## src/rtl/sigma_pkg.sv

```systemverilog
// sigma_pkg: shared encodings for the SigmaCore RV32I multicycle controller.
// Contents: FSM state encoding, RV32I major opcodes, ALU-op classes,
// immediate-format codes, datapath mux-select codes and an opcode-to-
// immediate-format helper. No ports.
package sigma_pkg;

  typedef enum logic [3:0] {
    S_FETCH     = 4'd0,
    S_DECODE    = 4'd1,
    S_MEM_ADDR  = 4'd2,
    S_MEM_WRITE = 4'd3,
    S_EXEC_R    = 4'd4,
    S_WB_R      = 4'd5,
    S_EXEC_I    = 4'd6,
    S_WB_I      = 4'd7,
    S_MEM_READ  = 4'd8,
    S_WB_MEM    = 4'd9,
    S_BRANCH    = 4'd10,
    S_EXEC_LUI  = 4'd11,
    S_FAULT     = 4'd15
  } state_t;

  localparam logic [6:0] OPCODE_LOAD   = 7'b0000011;
  localparam logic [6:0] OPCODE_STORE  = 7'b0100011;
  localparam logic [6:0] OPCODE_RTYPE  = 7'b0110011;
  localparam logic [6:0] OPCODE_IMM    = 7'b0010011;
  localparam logic [6:0] OPCODE_LUI    = 7'b0110111;
  localparam logic [6:0] OPCODE_BRANCH = 7'b1100011;
  // Reserved for a later jump extension; currently decoded as illegal.
  localparam logic [6:0] OPCODE_JAL    = 7'b1101111;
  localparam logic [6:0] OPCODE_JALR   = 7'b1100111;

  localparam logic [1:0] ALU_OP_TYPE_LSU = 2'b00;
  localparam logic [1:0] ALU_OP_TYPE_LUI = 2'b01;
  localparam logic [1:0] ALU_OP_TYPE_R_I = 2'b10;
  localparam logic [1:0] ALU_OP_TYPE_BR  = 2'b11;

  localparam logic [2:0] IMM_TYPE_NONE = 3'b000;
  localparam logic [2:0] IMM_TYPE_I    = 3'b001;
  localparam logic [2:0] IMM_TYPE_S    = 3'b010;
  localparam logic [2:0] IMM_TYPE_B    = 3'b011;
  localparam logic [2:0] IMM_TYPE_U    = 3'b100;

  localparam logic [1:0] ALU_SRC_A_PC    = 2'b00;
  localparam logic [1:0] ALU_SRC_A_OLDPC = 2'b01;
  localparam logic [1:0] ALU_SRC_A_RS1   = 2'b10;

  localparam logic [1:0] ALU_SRC_B_RS2  = 2'b00;
  localparam logic [1:0] ALU_SRC_B_IMM  = 2'b01;
  localparam logic [1:0] ALU_SRC_B_FOUR = 2'b10;

  localparam logic [1:0] RESULT_SRC_ALUOUT = 2'b00;
  localparam logic [1:0] RESULT_SRC_RDATA  = 2'b01;
  localparam logic [1:0] RESULT_SRC_ALU    = 2'b10;

  function automatic logic [2:0] imm_type_of(input logic [6:0] opc);
    case (opc)
      OPCODE_LOAD, OPCODE_IMM: imm_type_of = IMM_TYPE_I;
      OPCODE_STORE:            imm_type_of = IMM_TYPE_S;
      OPCODE_BRANCH:           imm_type_of = IMM_TYPE_B;
      OPCODE_LUI:              imm_type_of = IMM_TYPE_U;
      default:                 imm_type_of = IMM_TYPE_NONE;
    endcase
  endfunction

endpackage

```

## src/rtl/sigma_mem_wait_timer.sv

```systemverilog
// sigma_mem_wait_timer: counts consecutive unanswered memory-wait cycles and
// flags the cycle on which the limit is reached.
// Ports:
//   clk     in  clock, rising edge
//   rst     in  synchronous active-high reset
//   stall   in  request pending and memory not ready this cycle
//   timeout out this is the TIMEOUT_CYCLES-th consecutive stalled cycle
// TIMEOUT_CYCLES = 0 disables the timeout (counter saturates, never fires).
module sigma_mem_wait_timer #(
  parameter int TIMEOUT_CYCLES = 16,
  parameter int TIMEOUT_W      = 5
) (
  input  logic clk,
  input  logic rst,
  input  logic stall,
  output logic timeout
);

  logic [TIMEOUT_W-1:0] count_q;

  // Any non-stalled cycle (memory answered, or no request because the FSM
  // moved on) restarts the count.
  always_ff @(posedge clk) begin
    if (rst) begin
      count_q <= '0;
    end else if (!stall || timeout) begin
      count_q <= '0;
    end else if (count_q != '1) begin
      count_q <= count_q + 1'b1;
    end
  end

  generate
    if (TIMEOUT_CYCLES > 0) begin : g_timeout_on
      localparam logic [TIMEOUT_W-1:0] LAST = TIMEOUT_W'(TIMEOUT_CYCLES - 1);
      assign timeout = stall && (count_q == LAST);
    end else begin : g_timeout_off
      assign timeout = 1'b0;
    end
  endgenerate

endmodule

```

## src/rtl/sigma_mc_ctrl_fsm.sv

```systemverilog
// sigma_mc_ctrl_fsm: multicycle main control FSM for SigmaCore RV32I.
// Decodes the IR opcode into datapath enables and mux selects, handles the
// mem_req/mem_ready handshake with a wait-cycle timeout, and traps illegal
// opcodes into a sticky FAULT state left only through rst.
// Ports:
//   clk, rst (sync, active high); opcode = IR[6:0]; mem_ready; branch_taken
//   mem_req, mem_we, adr_src, ir_write, pc_write, reg_write  enables/selects
//   alu_src_a, alu_src_b, alu_op, result_src, imm_type        datapath controls
//   fault (sticky trap), state_o (debug)
// Optional macro SIGMA_PERF_CNT_EN adds cycle_cnt_o and instret_o counters.
//
// state       | meaning
// ------------+---------------------------------------------
// FETCH    0  | read instruction at PC, PC <= PC+4 on ready
// DECODE   1  | branch target into ALUOut, dispatch on opcode
// MEM_ADDR 2  | rs1 + imm effective address
// MEM_WRITE 3 | store access, wait for ready
// EXEC_R   4  | rs1 op rs2
// WB_R     5  | write R-type result
// EXEC_I   6  | rs1 op imm
// WB_I     7  | write I-type / LUI result
// MEM_READ 8  | load access, wait for ready
// WB_MEM   9  | write load data
// BRANCH  10  | compare rs1/rs2, PC <= target if taken
// EXEC_LUI 11 | pass U-immediate through ALU
// FAULT   15  | illegal opcode or memory timeout, sticky
module sigma_mc_ctrl_fsm
  import sigma_pkg::*;
#(
  parameter int TIMEOUT_CYCLES = 16,
  parameter int TIMEOUT_W      = (TIMEOUT_CYCLES > 0) ? $clog2(TIMEOUT_CYCLES + 1) : 1
`ifdef SIGMA_PERF_CNT_EN
  ,
  parameter int PERF_W         = 32
`endif
) (
  input  logic        clk,
  input  logic        rst,
  input  logic [6:0]  opcode,
  input  logic        mem_ready,
  input  logic        branch_taken,
  output logic        mem_req,
  output logic        mem_we,
  output logic        adr_src,
  output logic        ir_write,
  output logic        pc_write,
  output logic        reg_write,
  output logic [1:0]  alu_src_a,
  output logic [1:0]  alu_src_b,
  output logic [1:0]  alu_op,
  output logic [1:0]  result_src,
  output logic [2:0]  imm_type,
  output logic        fault,
  output logic [3:0]  state_o
`ifdef SIGMA_PERF_CNT_EN
  ,
  output logic [PERF_W-1:0] cycle_cnt_o,
  output logic [PERF_W-1:0] instret_o
`endif
);

  state_t     state_q, state_d;
  logic       req_r, we_r, adr_r, irw_r, pcw_r, rw_r, flt_r;
  logic [1:0] a_r, b_r, op_r, res_r;
  logic       stall, timeout;

  always_ff @(posedge clk) begin
    if (rst) state_q <= S_FETCH;
    else     state_q <= state_d;
  end

  // req_r is only raised in the three wait-capable states, so this is the
  // "request outstanding, not answered" condition the timer needs.
  assign stall = req_r && !mem_ready;

  sigma_mem_wait_timer #(
    .TIMEOUT_CYCLES(TIMEOUT_CYCLES),
    .TIMEOUT_W     (TIMEOUT_W)
  ) u_wait_timer (
    .clk    (clk),
    .rst    (rst),
    .stall  (stall),
    .timeout(timeout)
  );

  always_comb begin
    state_d = state_q;
    req_r   = 1'b0;
    we_r    = 1'b0;
    adr_r   = 1'b0;
    irw_r   = 1'b0;
    pcw_r   = 1'b0;
    rw_r    = 1'b0;
    flt_r   = 1'b0;
    a_r     = ALU_SRC_A_PC;
    b_r     = ALU_SRC_B_RS2;
    op_r    = ALU_OP_TYPE_LSU;
    res_r   = RESULT_SRC_ALUOUT;
    case (state_q)
      S_FETCH: begin
        req_r = 1'b1;
        b_r   = ALU_SRC_B_FOUR;
        res_r = RESULT_SRC_ALU;
        irw_r = mem_ready;
        pcw_r = mem_ready;
        // A ready response on the timeout cycle still completes the fetch.
        if (mem_ready)    state_d = S_DECODE;
        else if (timeout) state_d = S_FAULT;
      end
      S_DECODE: begin
        a_r = ALU_SRC_A_OLDPC;
        b_r = ALU_SRC_B_IMM;
        case (opcode)
          OPCODE_LOAD, OPCODE_STORE: state_d = S_MEM_ADDR;
          OPCODE_RTYPE:              state_d = S_EXEC_R;
          OPCODE_IMM:                state_d = S_EXEC_I;
          OPCODE_LUI:                state_d = S_EXEC_LUI;
          OPCODE_BRANCH:             state_d = S_BRANCH;
          default:                   state_d = S_FAULT;
        endcase
      end
      S_MEM_ADDR: begin
        a_r = ALU_SRC_A_RS1;
        b_r = ALU_SRC_B_IMM;
        if (opcode == OPCODE_LOAD)       state_d = S_MEM_READ;
        else if (opcode == OPCODE_STORE) state_d = S_MEM_WRITE;
        else                             state_d = S_FAULT;
      end
      S_MEM_WRITE: begin
        req_r = 1'b1;
        we_r  = 1'b1;
        adr_r = 1'b1;
        if (mem_ready)    state_d = S_FETCH;
        else if (timeout) state_d = S_FAULT;
      end
      S_EXEC_R: begin
        a_r     = ALU_SRC_A_RS1;
        op_r    = ALU_OP_TYPE_R_I;
        state_d = S_WB_R;
      end
      S_WB_R: begin
        rw_r    = 1'b1;
        state_d = S_FETCH;
      end
      S_EXEC_I: begin
        a_r     = ALU_SRC_A_RS1;
        b_r     = ALU_SRC_B_IMM;
        op_r    = ALU_OP_TYPE_R_I;
        state_d = S_WB_I;
      end
      S_WB_I: begin
        rw_r    = 1'b1;
        state_d = S_FETCH;
      end
      S_MEM_READ: begin
        req_r = 1'b1;
        adr_r = 1'b1;
        if (mem_ready)    state_d = S_WB_MEM;
        else if (timeout) state_d = S_FAULT;
      end
      S_WB_MEM: begin
        rw_r    = 1'b1;
        res_r   = RESULT_SRC_RDATA;
        state_d = S_FETCH;
      end
      S_BRANCH: begin
        a_r     = ALU_SRC_A_RS1;
        op_r    = ALU_OP_TYPE_BR;
        pcw_r   = branch_taken;
        state_d = S_FETCH;
      end
      S_EXEC_LUI: begin
        b_r     = ALU_SRC_B_IMM;
        op_r    = ALU_OP_TYPE_LUI;
        state_d = S_WB_I;
      end
      S_FAULT: begin
        flt_r   = 1'b1;
        state_d = S_FAULT;
      end
      default: state_d = S_FAULT;
    endcase
  end

  // While rst is held every enable and select is forced low, even before the
  // state register has been pulled back to FETCH.
  assign mem_req    = req_r & ~rst;
  assign mem_we     = we_r  & ~rst;
  assign adr_src    = adr_r & ~rst;
  assign ir_write   = irw_r & ~rst;
  assign pc_write   = pcw_r & ~rst;
  assign reg_write  = rw_r  & ~rst;
  assign fault      = flt_r & ~rst;
  assign alu_src_a  = rst ? 2'b00 : a_r;
  assign alu_src_b  = rst ? 2'b00 : b_r;
  assign alu_op     = rst ? 2'b00 : op_r;
  assign result_src = rst ? 2'b00 : res_r;
  assign imm_type   = imm_type_of(opcode);
  assign state_o    = state_q;

`ifdef SIGMA_PERF_CNT_EN
  logic [PERF_W-1:0] cycle_q, instret_q;
  logic              retire;

  assign retire = (state_d == S_FETCH) &&
                  (state_q inside {S_MEM_WRITE, S_WB_R, S_WB_I, S_WB_MEM, S_BRANCH});

  always_ff @(posedge clk) begin
    if (rst) begin
      cycle_q   <= '0;
      instret_q <= '0;
    end else begin
      if (state_q != S_FAULT) cycle_q   <= cycle_q + 1'b1;
      if (retire)             instret_q <= instret_q + 1'b1;
    end
  end

  assign cycle_cnt_o = cycle_q;
  assign instret_o   = instret_q;
`endif

endmodule

```

## config.mk

```make
export PLATFORM = sky130hd
export DESIGN_NAME = sigma_mc_ctrl_fsm
export DESIGN_NICKNAME = d
export VERILOG_FILES = /design/src/rtl/sigma_pkg.sv /design/src/rtl/sigma_mem_wait_timer.sv /design/src/rtl/sigma_mc_ctrl_fsm.sv
export SDC_FILE = /design/constraint.sdc
export NUM_CORES = 1
export LEC_CHECK = 0
export BUFFER_PORTS_ARGS = -buffer_cell sky130_fd_sc_hd__clkbuf_2
export CAP_MARGIN = 20
export CORE_MARGIN = 2
export CORE_UTILIZATION = 47
export CTS_CLUSTER_DIAMETER = 100
export CTS_CLUSTER_SIZE = 30
export DETAILED_ROUTE_END_ITERATION = 10
export GPL_ROUTABILITY_DRIVEN = 0
export PLACE_DENSITY = 0.78
export SYNTH_ARGS = -nofsm -noshare
export SYNTH_HDL_FRONTEND = slang
export SYNTH_SLANG_ARGS = --single-unit
```

## constraint.sdc

```tcl
create_clock -name clk -period 2 [get_ports clk]
set_clock_uncertainty 0.15 [all_clocks]
set_input_delay 0.3 -clock clk [delete_from_list [all_inputs] [get_ports clk]]
set_output_delay 0.3 -clock clk [all_outputs]
set_load 0.03 [all_outputs]
```

==> impl_metrics.toml, run 1 <==
[floorplanning]
die_area_um2 = 2110
rows = 15
core_area_um2 = 1690
die_w_um = 45.9
start_util = 0.489
ios = 33
die_h_um = 45.9

[sta]
finalWorstSetupSlack_ps = 27.6
period_needed_ps = 1970
finalHoldViolCount = 0
slew_violations = 0
rsz0062_at_grt = "yes"
fin_crit_sh = 0.986
setup_viol = 0
slew_headroom = 0.802
worst_pin_slew_ps = 296
clock.fmax_mhz = 507

[synth]
syn_area_per_cell_um2 = 7.51
ys_seq_area_frac = 0.218
syn-cell-area_um2 = 826
syn_inst = 110
postSynth.asyncResetShare = 0
yosysWarnings = 0
synth_edf_count = 0
ys_ff_latch = 9
synth_top_area_share = 0.218
synth_top_cell_by_area = "dfxtp_1"
synthFlopType = "dfxtp_1"
yosys-top-cells-area = "dfxtp_1, nor2_1, ha_1"
synth_fp_nets = 124
synthDistinctLibCells = 45

[grt]
grt_pass1_wl_mm = 3.54
grt_pass1_vias = 843
antenna_found_initial = 0
grt_max_degree = 14
gr-total-overflow = 0
track_usage = 0.225

[status]
status = "complete, no violations"

[critical_path]
crit_buf_inv = 1
cpPeakStageDelay_ps = 400
cp_slowest_cell = "or3_4"
setup.worst_path.end_class = "primary output"
crit_path_max_fanout = 7
crit_required_ps = 1550
crit_chain = "or3_4 -> nor2_4 -> and2_4 -> a41o_2 -> buf_8"
path_class = "reg2out"
crit_path_start_kind = "register"
cp_top_family = "simple AND/OR/NAND/NOR gates"
cp_data_arrival_time_ps = 1520

[placed_design]
hpwl_mm = 1.71
placed_area_um2 = 1070
io_buffers = 32
dp_cells = 161
post-place-ws_ps = 117

[clocking]
numCtsBuffers = 3
cts_tree = "yes"
cts-root-buf = "clkbuf_4"
clkSinkCount = 9
clockBufferDepth = 2
worstSkewPairLatency_ps = 260
clk_pin_slew_ps = 60
htreeDepth = 1

[cells_and_area]
fill_cells = 138
final_core_util = 0.701
drive_above_1_share = 0.413
fin_cells = 167
syn_to_final_growth_pct = 43.3
num_antenna_cells = 0
nNetsFinal = 165
fin_area_um2 = 1180

[detailed_routing]
post_drt_wl_per_cell_um = 13.8
drtIter0Drc = 19
finalWirelength_mm = 2.31
drc_errors = 0
antenna_left = 0
via_count = 965
dr.pass1.iters = 4
vias_per_cell = 5.78

[hold_path]
hold_path_class = "in2reg"

[pwr]
p_leak_nw = 0.515
ir_drop_mv = 0.739
p_int_mw = 0.841
p_switching_mw = 0.860
p_comb_frac = 0.723
clkPwrFrac = 0.082
powerDensity_nw_per_um2 = 1440
switching_share = 0.506
finalPower_mw = 1.70
pwr-share-seq = 0.195

[job]
max-cap-violations = 0
layout make-up:
type | count | area [um^2] | area share
multi-input combinational | 94 | 676 | 0.571
inverter | 2 | 7.51 | 0.00634
timing repair buffer | 41 | 264 | 0.223
sequential | 9 | 189 | 0.160
tap | 17 | 21.3 | 0.0180
clock buffer | 4 | 26.3 | 0.0222
tightest hold or removal path: stages:
cell,delay [ps]
clkbuf_2,90
buf_4,220
a31oi_1,50
registers in the layout (all words and copies together), names as in the netlist:
signal,flops
u_wait_timer.count_q,5
state_o,4
power groups by stage:
stage	Clock [mW]	Combinational (mW)	Sequential [mW]
2_1_floorplan	0	0.709	0.366
3_3_place_gp	0	1.04	0.320
3_5_place_dp	0	1.06	0.321
4_1_cts	0.139	1.13	0.327
5_1_grt	0.149	1.31	0.344
6_report	0.139	1.23	0.332
routing by layer:
| metal | up-vias | global-route usage | part of all wire |
|---|---|---|---|
| met5 | - | 0 | 0 |
| met4 | 0 | 0.0343 | 0.0043 |
| met3 | 2 | 0.0278 | 0.033 |
| met2 | 23 | 0.400 | 0.52 |
| met1 | 448 | 0.293 | 0.44 |
| li1 | 492 | - | - |
per-stage QoR:
step	hold slack, ps	TNS, ps
3_5_place_dp	354	0
2_1_floorplan	322	-373
5_1_grt	320	-24.1
6_report	304	0
4_1_cts	283	0
3_3_place_gp	341	0
timing repair:
action / CTS / global route
pin swaps: 2 / 3
buffers inserted: 1 / 1
gates resized for setup: 11 / 9
hold buffers: 0 / 0
setup endpoints to repair: 4 / 4
placed cells by master (no fill, tap or decap), types with 3 or more instances in the layout:
cell and count:
a21oi_1 4, buf_4 7, clkbuf_2 29, clkbuf_4 3
dfxtp_1 6, ha_1 3, nand2_1 9, nand2b_1 3
nand3b_1 3, nor2_1 19, nor2b_1 4, nor3_1 3
o21ai_0 5, xor2_1 3
worst paths after layout:
path | from | endpoint | slack, ps | cells after the start
setup / recovery | state_o[3]$_SDFF_PP0_ | pc_write | 30 | 5
hold reg to reg | u_wait_timer.count_q[3]$_SDFFE_PP0P_ | u_wait_timer.count_q[3]$_SDFFE_PP0P_ | 370 | 2
setup reg to reg | u_wait_timer.count_q[0]$_SDFFE_PP0P_ | state_o[2]$_SDFF_PP0_ | 140 | 7
hold / removal | rst | state_o[0]$_SDFF_PP0_ | 300 | 3
Yosys cell counts (2+ instances only):
cell type,count
nor2_1,20
dfxtp_1,9
nand2_1,9
o21ai_0,5
a21oi_1,4
nor2b_1,4
nor3_1,4
buf_2,3
ha_1,3
nand2b_1,3
nand3b_1,3
nor3b_1,3
xor2_1,3
a31oi_1,2
a41oi_1,2
and2_1,2
inv_1,2
nand4b_1,2
cells by family (layout without fill, tap and decap cells):
group,count (synthesis),after routing,share of synthesized area
XOR/XNOR,4,4,0.0424
buffers and inverters,7,47,0.0409
AO/OA/AOI/OAI,25,25,0.220
multiplexers,1,1,0.0121
AND/OR/NAND/NOR,61,61,0.421
flip-flops,9,9,0.218
adder cells (fa/ha/maj),3,3,0.0455
Note: power is estimated with default switching activity, not from simulation.
==> run 2, diff against run 1 <==
CORE_ASPECT_RATIO = 1.1   (was not set)
==> impl_metrics.toml, run 2 (synthesis results as in run 1) <==
[cells_and_area]
layout_common_cells = "clkbuf_2, nor2_1, buf_4"
nNetsFinal = 168
drive_above_1_share = 0.444
fill_cells = 127
largest-register = "u_wait_timer.count_q"
fin_area_um2 = 1200
largest_register_ffs = 5
mostFrequentLayoutCell = "clkbuf_2"
syn_to_final_growth_pct = 45.3
num_antenna_cells = 0
fin_cells = 170

[detailed_routing]
via_count = 1007
dr.pass1.iters = 4
vias_per_cell = 5.92
drc_errors = 0
drtIter0Drc = 18
antenna_left = 0
finalWirelength_mm = 2.56
post_drt_wl_per_cell_um = 15.1

[placed_design]
dp_cells = 161
io_buffers = 32
placed_area_um2 = 1070
hpwl_mm = 1.83

[sta]
rsz0062_at_grt = "yes"
setup_viol = 0
slew_headroom = 0.763
slew_violations = 0
period_needed_ps = 1960
fin_crit_sh = 0.982
worst_pin_slew_ps = 354
finalHoldViolCount = 0
clock.fmax_mhz = 509

[clocking]
numCtsBuffers = 3
clkSinkCount = 9
clk_pin_slew_ps = 60
clockBufferDepth = 2
cts-root-buf = "clkbuf_4"
worstSkewPairLatency_ps = 260
cts_tree = "yes"
htreeDepth = 1
ctsHoldBuffers = 0

[pwr]
ir_drop_mv = 0.791
p_leak_nw = 0.533
pwr-share-seq = 0.195
finalPower_mw = 1.73
clkPwrFrac = 0.078
p_int_mw = 0.846
p_comb_frac = 0.727
switching_share = 0.511
powerDensity_nw_per_um2 = 1440
p_switching_mw = 0.885

[critical_path]
crit_path_max_fanout = 4
crit_path_start_kind = "register"
cp_data_arrival_time_ps = 1510
path_class = "reg2out"
setup.worst_path.end_class = "primary output"
crit_required_ps = 1550

[floorplanning]
start_util = 0.512
die_area_um2 = 2110
ios = 33
die_h_um = 48.0
die_w_um = 44.0
rows = 15
core_area_um2 = 1610

[grt]
grt_pass1_vias = 903
gr-total-overflow = 0
grt_max_degree = 14
grt_pass1_wl_mm = 4.00
antenna_found_initial = 0
track_usage = 0.257

[hold_path]
hold_path_class = "in2reg"

[status]
status = "complete, no violations"

[job]
max-cap-violations = 0
==> run 2: timing repair <==
action / CTS / global route
gates resized for setup: 13 / 12
endpoints found under the setup margin: 5 / 5
endpoints found under the hold margin: 0 / 0
setup buffers: 5 / 0
pin swaps: 2 / 2
==> run 2: worst paths after layout <==
path / startpoint / end / slack, ps / depth (start not counted)
worst min-delay path: rst / state_o[2]$_SDFF_PP0_ / 300 / 3
worst max register to register: u_wait_timer.count_q[0]$_SDFFE_PP0P_ / state_o[2]$_SDFF_PP0_ / 110 / 7
worst max-delay path: state_o[3]$_SDFF_PP0_ / pc_write / 40 / 5
worst min register to register: u_wait_timer.count_q[3]$_SDFFE_PP0P_ / u_wait_timer.count_q[3]$_SDFFE_PP0P_ / 360 / 2
==> run 2: metal layers <==
metal	share of wire	vias to the layer above	routed length, um	track usage
met5	0	-	0	0
met4	0.020	0	51	0.103
met3	0.043	6	110	0.0264
met2	0.54	34	1380	0.485
met1	0.40	476	1020	0.299
li1	-	491	-	-
==> run 2: cell type report <==
| type | instances | area (um^2) | share of cell area |
|---|---|---|---|
| well taps | 17 | 21.3 | 0.0177 |
| multi-input cells | 94 | 671 | 0.559 |
| repair buffers | 44 | 283 | 0.236 |
| clock inverters | 1 | 5.00 | 0.00417 |
| inverters | 2 | 7.51 | 0.00626 |
| flip-flops and latches | 9 | 190 | 0.158 |
| clock buffers | 3 | 22.5 | 0.0188 |
==> run 2: per-stage QoR <==
stage               setup WS [ps]  TNS, ps  utilization  hold WS [ps]
finish                       36.9        0        0.743           299
CTS                          14.3        0        0.731           292
global placement              187        0        0.663           350
floorplan                    -129     -373            -           322
detailed placement            122        0        0.663           341
global route                -19.2    -32.6        0.743           305
==> run 2: worst max-delay path: stages (launching register included) <==
cell,delay (ps)
dfxtp_4,360
or3_4,420
nor2_4,90
and2_4,140
a41o_2,110
buf_8,120
==> run 2: power by group through the flow <==
| stage | Combinational [mW] | Clock, mW | Sequential [mW] |
|---|---|---|---|
| 2_1_floorplan | 0.709 | 0 | 0.366 |
| 3_5_place_dp | 1.04 | 0 | 0.338 |
| 3_3_place_gp | 1.03 | 0 | 0.330 |
| 6_report | 1.26 | 0.136 | 0.337 |
| 4_1_cts | 1.19 | 0.141 | 0.324 |
| 5_1_grt | 1.35 | 0.155 | 0.341 |
==> run 3, diff against run 2 <==
GPL_TIMING_DRIVEN = 0   (was not set)
==> impl_metrics.toml, run 3 (synthesis results as in run 1) <==
[critical_path]
crit_path_start_kind = "register"
crit_path_frequent_cell = "buf_8"
cp_data_arrival_time_ps = 1530
rr_endpoint = "state_o[2]$_SDFF_PP0_"
cpPeakStageDelay_ps = 360
crit_buf_inv = 2
reg2reg_from = "u_wait_timer.count_q[0]$_SDFFE_PP0P_"
crit_path_max_fanout = 10
reg2regPathDepth = 7
crit_required_ps = 1550
path_class = "reg2out"
cp_top_family = "simple AND/OR/NAND/NOR gates"
cp_slowest_cell = "dfxtp_4"
crit_chain = "buf_8 -> or2_4 -> nor2_4 -> and2_4 -> a41o_2 -> buf_8"
ff2ff_setup_slack_ps = 140
setup.worst_path.end_class = "primary output"

[cells_and_area]
layout_common_cells = "clkbuf_2, nor2_1, nand2_1"
fin_cells = 168
largest_register_ffs = 5
largest-register = "u_wait_timer.count_q"
drive_above_1_share = 0.437
num_antenna_cells = 0
fin_area_um2 = 1190
mostFrequentLayoutCell = "clkbuf_2"
syn_to_final_growth_pct = 43.8
nNetsFinal = 166

[detailed_routing]
drc_errors = 0
drtIter0Drc = 25
finalWirelength_mm = 2.42
antenna_left = 0
via_count = 1005
vias_per_cell = 5.98
post_drt_wl_per_cell_um = 14.4
dr.pass1.iters = 4

[placed_design]
post-place-ws_ps = 38.4
io_buffers = 32
hpwl_mm = 1.73
dp_cells = 159
placed_area_um2 = 1040

[grt]
grt_pass1_vias = 907
grt_max_degree = 11
antenna_found_initial = 0
track_usage = 0.237
gr-total-overflow = 0
grt_pass1_wl_mm = 3.65

[sta]
setup_tns_ps = 0
slew_violations = 0
setup_viol = 0
holdWs_ps = 348
period_needed_ps = 1980
clock.fmax_mhz = 506
finalHoldViolCount = 0
slew_headroom = 0.648
rsz0062_at_grt = "yes"
finalWorstSetupSlack_ps = 22.7
worst_pin_slew_ps = 529
fin_crit_sh = 0.989

[floorplanning]
core_area_um2 = 1610
rows = 15
die_w_um = 44.0
die_h_um = 48.0
start_util = 0.512
die_area_um2 = 2110
ios = 33

[hold_path]
holdPathEnd = "state_o[3]$_SDFF_PP0_"
hold_start = "mem_ready"
hold_depth = 3
hold_path_class = "in2reg"

[clocking]
clkSinkCount = 9
cts-root-buf = "clkbuf_4"
ctsHoldBuffers = 0
clk_pin_slew_ps = 60
clockBufferDepth = 2
htreeDepth = 1
cts_tree = "yes"
worstSkewPairLatency_ps = 260
numCtsBuffers = 3

[status]
status = "complete, no violations"

[pwr]
powerDensity_nw_per_um2 = 1440
p_leak_nw = 0.521
ir_drop_mv = 0.847

[job]
max-cap-violations = 0
-- run 3: worst min-delay path, delay by kind of cell --
family,cells,cell delay [ps]
compound gates,1,110
buf+inv,1,160
simple gates,1,120
-- run 3: layout make-up --
type                            count  area, um^2
Multi-Input combinational cell     94         673
Buffer                              5        50.0
Tap cell                           17        21.3
Timing Repair Buffer               37         216
Sequential cell                     9         193
Fill cell                         127         427
Inverter                            2        7.51
Clock buffer                        4        26.3
-- run 3: worst max-delay path by stage --
stage | startpoint | endpoint | slack, ps | depth (start not counted)
after floorplan | state_o[2]$_SDFF_PP0_ | pc_write | -130 | 4
after global placement | state_o[1]$_SDFF_PP0_ | pc_write | 70 | 6
after detailed placement | state_o[1]$_SDFF_PP0_ | pc_write | 40 | 6
after CTS | state_o[1]$_SDFF_PP0_ | pc_write | 6 | 6
after global routing | state_o[1]$_SDFF_PP0_ | pc_write | -30 | 6
final | state_o[1]$_SDFF_PP0_ | pc_write | 20 | 6
-- run 3: per-stage QoR --
stage / util / total power [mW]
global route: 0.736 / 1.81
detailed placement: 0.647 / 1.33
global placement: 0.647 / 1.31
floorplan: - / 1.08
CTS: 0.709 / 1.61
finish: 0.736 / 1.71
-- run 3: power breakdown --
group          internal, mW  switching [mW]
clock network        0.0766          0.0587
logic                 0.520           0.733
registers             0.249          0.0730
-- run 3: what timing repair did --
item / in CTS / in global routing
setup endpoints to repair: 6 / 6
endpoints found under the hold margin: 0 / 0
gates resized for setup: 17 / 13
setup buffers: 3 / 2
pin swaps: 2 / 2
-- run 3: routing by layer --
layer  GRT usage  part of all wire  vias to the layer above
met2       0.447              0.52                       33
met5           0                 0                        -
li1            -                 -                      488
met1       0.252              0.42                      476
met4       0.152             0.022                        0
met3      0.0302             0.034                        8
